==> src/rtl/mul_div_sequencer.sv <==
// rtl/mul_div_sequencer.sv - multi-cycle unsigned shift-add multiply / restoring divide unit
// One result bit per cycle; busy stalls the pipeline until the result is registered.
module mul_div_sequencer #(
    parameter int WIDTH = 16
) (
    input  logic             clk,
    input  logic             rst,
    input  logic             start,
    input  logic             op,
    input  logic [WIDTH-1:0] operand_a,
    input  logic [WIDTH-1:0] operand_b,
    output logic             busy,
    output logic             done,
    output logic [WIDTH-1:0] result_lo,
    output logic [WIDTH-1:0] result_hi,
    output logic [2:0]       flags,
    output logic             div_by_zero
);

    localparam int CW = $clog2(WIDTH);

    typedef enum logic [1:0] {IDLE, RUN, DONE} state_t;

    state_t             state, state_next;
    logic [CW-1:0]      count;
    logic               op_q;
    logic [WIDTH-1:0]   m_q;
    logic [2*WIDTH-1:0] acc;
    logic [WIDTH:0]     rem;

    logic               last_iter;
    logic               dbz_req;
    logic [WIDTH:0]     mul_sum;
    logic [2*WIDTH-1:0] mul_next;
    logic [WIDTH:0]     div_shift;
    logic [WIDTH:0]     div_trial;
    logic [WIDTH:0]     div_rem_next;
    logic [WIDTH-1:0]   div_q_next;

    assign last_iter = (count == CW'(WIDTH - 1));
    assign dbz_req   = op && (operand_b == '0);

    // Multiply: acc low half holds the shrinking multiplier, the carry out of the
    // upper-half add is shifted back in as the new MSB.
    assign mul_sum  = {1'b0, acc[2*WIDTH-1:WIDTH]} + (acc[0] ? {1'b0, m_q} : '0);
    assign mul_next = {mul_sum, acc[WIDTH-1:1]};

    // Divide: acc low half holds the dividend, shifted out MSB-first while quotient
    // bits shift in at the LSB. rem < divisor keeps the trial inside WIDTH+1 bits.
    assign div_shift    = {rem[WIDTH-1:0], acc[WIDTH-1]};
    assign div_trial    = div_shift - {1'b0, m_q};
    assign div_rem_next = div_trial[WIDTH] ? div_shift : div_trial;
    assign div_q_next   = {acc[WIDTH-2:0], ~div_trial[WIDTH]};

    always_ff @(posedge clk) begin
        if (rst) begin
            state <= IDLE;
        end else begin
            state <= state_next;
        end
    end

    always_comb begin
        state_next = state;
        case (state)
            IDLE: begin
                if (start) begin
                    state_next = dbz_req ? DONE : RUN;
                end
            end
            RUN: begin
                if (last_iter) begin
                    state_next = DONE;
                end
            end
            DONE:    state_next = IDLE;
            default: state_next = IDLE;
        endcase
    end

    always_comb begin
        busy = (state != IDLE);
        done = (state == DONE);
    end

    always_ff @(posedge clk) begin
        if (rst) begin
            count       <= '0;
            op_q        <= 1'b0;
            m_q         <= '0;
            acc         <= '0;
            rem         <= '0;
            result_lo   <= '0;
            result_hi   <= '0;
            flags       <= 3'b000;
            div_by_zero <= 1'b0;
        end else begin
            case (state)
                IDLE: begin
                    if (start) begin
                        if (dbz_req) begin
                            result_lo   <= '1;
                            result_hi   <= operand_a;
                            flags       <= 3'b000;
                            div_by_zero <= 1'b1;
                        end else begin
                            op_q  <= op;
                            m_q   <= op ? operand_b : operand_a;
                            acc   <= {{WIDTH{1'b0}}, (op ? operand_a : operand_b)};
                            rem   <= '0;
                            count <= '0;
                        end
                    end
                end
                RUN: begin
                    count <= count + 1'b1;
                    if (op_q) begin
                        rem            <= div_rem_next;
                        acc[WIDTH-1:0] <= div_q_next;
                    end else begin
                        acc <= mul_next;
                    end
                    if (last_iter) begin
                        div_by_zero <= 1'b0;
                        if (op_q) begin
                            result_lo <= div_q_next;
                            result_hi <= div_rem_next[WIDTH-1:0];
                            flags     <= {1'b0, (div_q_next == '0), div_q_next[WIDTH-1]};
                        end else begin
                            result_lo <= mul_next[WIDTH-1:0];
                            result_hi <= mul_next[2*WIDTH-1:WIDTH];
                            flags     <= {(mul_next[2*WIDTH-1:WIDTH] != '0),
                                          (mul_next == '0),
                                          mul_next[2*WIDTH-1]};
                        end
                    end
                end
                default: ;
            endcase
        end
    end

endmodule
==> config.mk <==
export PLATFORM = sky130hd
export DESIGN_NAME = mul_div_sequencer
export DESIGN_NICKNAME = d
export VERILOG_FILES = /design/src/rtl/mul_div_sequencer.sv
export SDC_FILE = /design/constraint.sdc
export NUM_CORES = 1
export LEC_CHECK = 0
export CAP_MARGIN = 25
export CORE_ASPECT_RATIO = 0.9
export CORE_UTILIZATION = 62
export CTS_BUF_LIST = sky130_fd_sc_hd__clkbuf_16
export CTS_CLUSTER_DIAMETER = 30
export DETAILED_ROUTE_END_ITERATION = 6
export HOLD_SLACK_MARGIN = 0.1
export PLACE_DENSITY_LB_ADDON = 0.1
export SLEW_MARGIN = 40
export SYNTH_ARGS = -nofsm -noshare
export SYNTH_HDL_FRONTEND = slang
export SYNTH_SLANG_ARGS = --single-unit
==> constraint.sdc <==
create_clock -name clk -period 6.8 [get_ports clk]
set_input_delay 1.36 -clock clk [delete_from_list [all_inputs] [get_ports clk]]
set_output_delay 1.36 -clock clk [all_outputs]
set_load 0.03 [all_outputs]
==> reports/results.ini <==
[status]
status = completed

[place]
dp.cells = 986
place.gp.congestion = 0.963
placed_area_sq_um = 7340
portBuffers = 73
dp_hpwl_um = 14900
dpl_worst_slack_ns = 2.39

[yosys]
synth_cell_types = 63
synth_seq_area_share_pct = 32.4
ys_warn_count = 0
syn-cell-area_sq_um = 6610
syn-num-nets = 898
synth.avg_cell_area_sq_um = 7.99
ys_dominant_reg_cell = dfxtp_1
syn_inst = 827
async_flop_share_pct = 0
synth_edf_count = 0
ys_ff_latch = 107

[setup_path]
critPathArrivalTime_ns = 4.28
cp_cell_sequence = clkdlybuf4s50_1 > or4b_1 > nor3_1 > nand4_1 > or3_4 > a21oi_4 > buf_4 > nand2_1 > a211oi_1 > nor4_1
worst_r2r_path_depth = 13
crit_slowest_cell = or4b_1
cp-startpoint = operand_b[0]
r2r_slack_ns = 2.96
worst_setup_path_start_kind = input pin
crit_path_max_incr_delay_ns = 0.53
reg2reg_from = acc[15]
endpoint = result_hi[0]
cp-end-kind = flip-flop
critical_path_class = input pin to flip-flop
reg2reg_to = result_hi[8]
cp.required_ns = 7.01
crit_fanout = 57

[route]
route.antenna.remaining_nets = 0
drcViolationCount = 0
dr_wl_met2_um = 9100
m1WireLength_um = 8510
wl_um = 20500
vias_per_cell = 6.64
wl_met3_um = 1880
drt_iter0_markers = 695
top_layer = met4
vias = 6642
wl_per_cell_um = 20.4
first_pass_iters = 5

[floorplan]
die_w_um = 111
dieArea_sq_um = 11100
coreArea_sq_um = 10300
num_rows = 35
fp.dieH_um = 100
io_pins = 74
start_util_pct = 64.2

[cts]
cts_hold_buf = 0
clk_latency_ns = 0.35
htreeDepth = 3
cts.sinks = 107
cts_root_buf = clkbuf_16
path_clk_slew_ns = 0.07
numCtsBuffers = 9
cts_tree = built
post_cts_buffers = 0
clockBufferDepth = 2
cts_resized = 0

[power_and_ir_drop]
peakVddDrop_uv = 172
p_leak_nw = 2.98
powerDensity_nw_per_um2 = 195

[timing]
finalCriticalPeriod_ns = 4.07
fin_worst_skew_ns = 0.00704
setup_viol = 0
rsz0062_at_grt = no
period_share_pct = 59.8
finalHoldViolCount = 0
fin_setup_tns_ns = 0
worstMarginPinSlew_ns = 0.808
maxSlewHeadroom_pct = 46.0
setup_ws_ns = 2.73
max_freq_mhz = 246
slew_viol_final = 0

[cells_and_area]
final_common_cell = nor2_1
final_net_count = 939
area_growth_pct = 15.5
final_cell_mix = nor2_1 (109), dfxtp_1 (106), clkdlybuf4s50_1 (71), a211oi_1 (70), a21oi_1 (65)
final_cells = 1001
final_util_pct = 74.2
drive_gt1_share_pct = 4.93
diodes = 0
finalInstanceArea_sq_um = 7630

[global_routing]
antenna_found_initial = 0
grt.overflow.total = 0
grt_max_degree = 86
grt_pass1_vias = 6187
grt_usage_pct = 37.1
grt_pass1_wl_um = 32300

[job]
drv.max_cap_violation_count = 0

[min_path]
hold_class = flip-flop to flip-flop

report_power, final:
group          switching (mW)  internal (mW)  leakage, nW  total [mW]
Combinational           0.170          0.110         1.96       0.279
Sequential             0.0306          0.647        0.870       0.677
Clock                   0.248          0.285        0.143       0.534
worst min path at each step:
| stage | from | end | slack (ns) | depth (start not counted) |
|---|---|---|---|---|
| 6_report | rem[11] | rem[11] | 0.48 | 2 |
| 5_1_grt | rem[11] | rem[11] | 0.50 | 2 |
| 4_1_cts | rem[11] | rem[11] | 0.47 | 2 |
| 3_5_place_dp | acc[29] | acc[29] | 0.46 | 2 |
| 3_3_place_gp | acc[29] | acc[29] | 0.45 | 2 |
| 2_1_floorplan | rem[11] | rem[11] | 0.44 | 2 |
routing by layer:
layer  track usage (%)  up-vias
met3              6.64       68
met1              48.2     3097
met2              59.1      373
met4              20.0        0
met5                 0        -
li1                  -     3104
final cells by class:
| cell class | count | area [sq um] |
|---|---|---|
| timing repair buffer | 79 | 772 |
| sequential | 107 | 2140 |
| clock inverter | 6 | 65.1 |
| fill | 795 | 2660 |
| inverter | 31 | 116 |
| tap | 129 | 161 |
| multi-input combinational | 640 | 4150 |
| clock buffer | 9 | 225 |
flip-flops by register name, summed over array words and instances, names as in the netlist:
signal	flops
op_q	1
rem	16
m_q	16
flags	3
result_hi	16
div_by_zero	1
state	2
count	4
acc	32
result_lo	16
metrics by stage:
stage | power, mW | hold slack (ns)
finish | 1.49 | 0.476
global route | 1.54 | 0.497
CTS | 1.48 | 0.474
detailed placement | 0.959 | 0.461
global placement | 0.952 | 0.452
floorplan | 0.868 | 0.439
kinds of logic (layout without fill, tap and decap cells):
group	Yosys count	in the layout	synth area share [%]
AND/OR/NAND/NOR	283	283	20.0
AO/OA/AOI/OAI	248	248	24.8
flip-flops	107	107	32.4
buffers and inverters	80	125	5.03
multiplexers	51	51	7.83
adder cells (fa/ha/maj)	35	35	6.85
XOR/XNOR	23	23	3.05
critical path, delay by kind of cell:
kind / cells / cell delay [ns]
simple gates: 6 / 1.53
buf+inv: 2 / 0.94
compound gates: 2 / 0.44
cells in the mapped netlist (3+ instances only):
| library cell | n | area [sq um] |
|---|---|---|
| a22oi_1 | 3 | 22.5 |
| and2_1 | 31 | 194 |
| clkbuf_1 | 37 | 139 |
| xor2_1 | 8 | 70.1 |
| a31oi_1 | 10 | 62.6 |
| nand3_1 | 16 | 80.1 |
| mux2_2 | 6 | 67.6 |
| nand4_1 | 11 | 68.8 |
| a21o_1 | 10 | 75.1 |
| nor2_1 | 111 | 417 |
| a22o_1 | 4 | 35.0 |
| a21oi_1 | 65 | 325 |
| buf_4 | 3 | 22.5 |
| ha_1 | 33 | 413 |
| nor4_1 | 10 | 62.6 |
| mux2i_1 | 45 | 450 |
| nand2_1 | 59 | 221 |
| buf_2 | 5 | 25.0 |
| inv_1 | 29 | 109 |
| a311oi_1 | 3 | 26.3 |
| or2_2 | 6 | 37.5 |
| o21ai_0 | 39 | 195 |
| o21a_1 | 6 | 45.0 |
| xnor2_1 | 15 | 131 |
| o221ai_1 | 5 | 43.8 |
| o22ai_1 | 3 | 18.8 |
| o31a_1 | 3 | 26.3 |
| nor3_1 | 19 | 95.1 |
| a211oi_1 | 70 | 526 |
| nor2b_1 | 8 | 50.1 |
| dfxtp_1 | 107 | 2140 |
(Power assumes the default switching activity.)
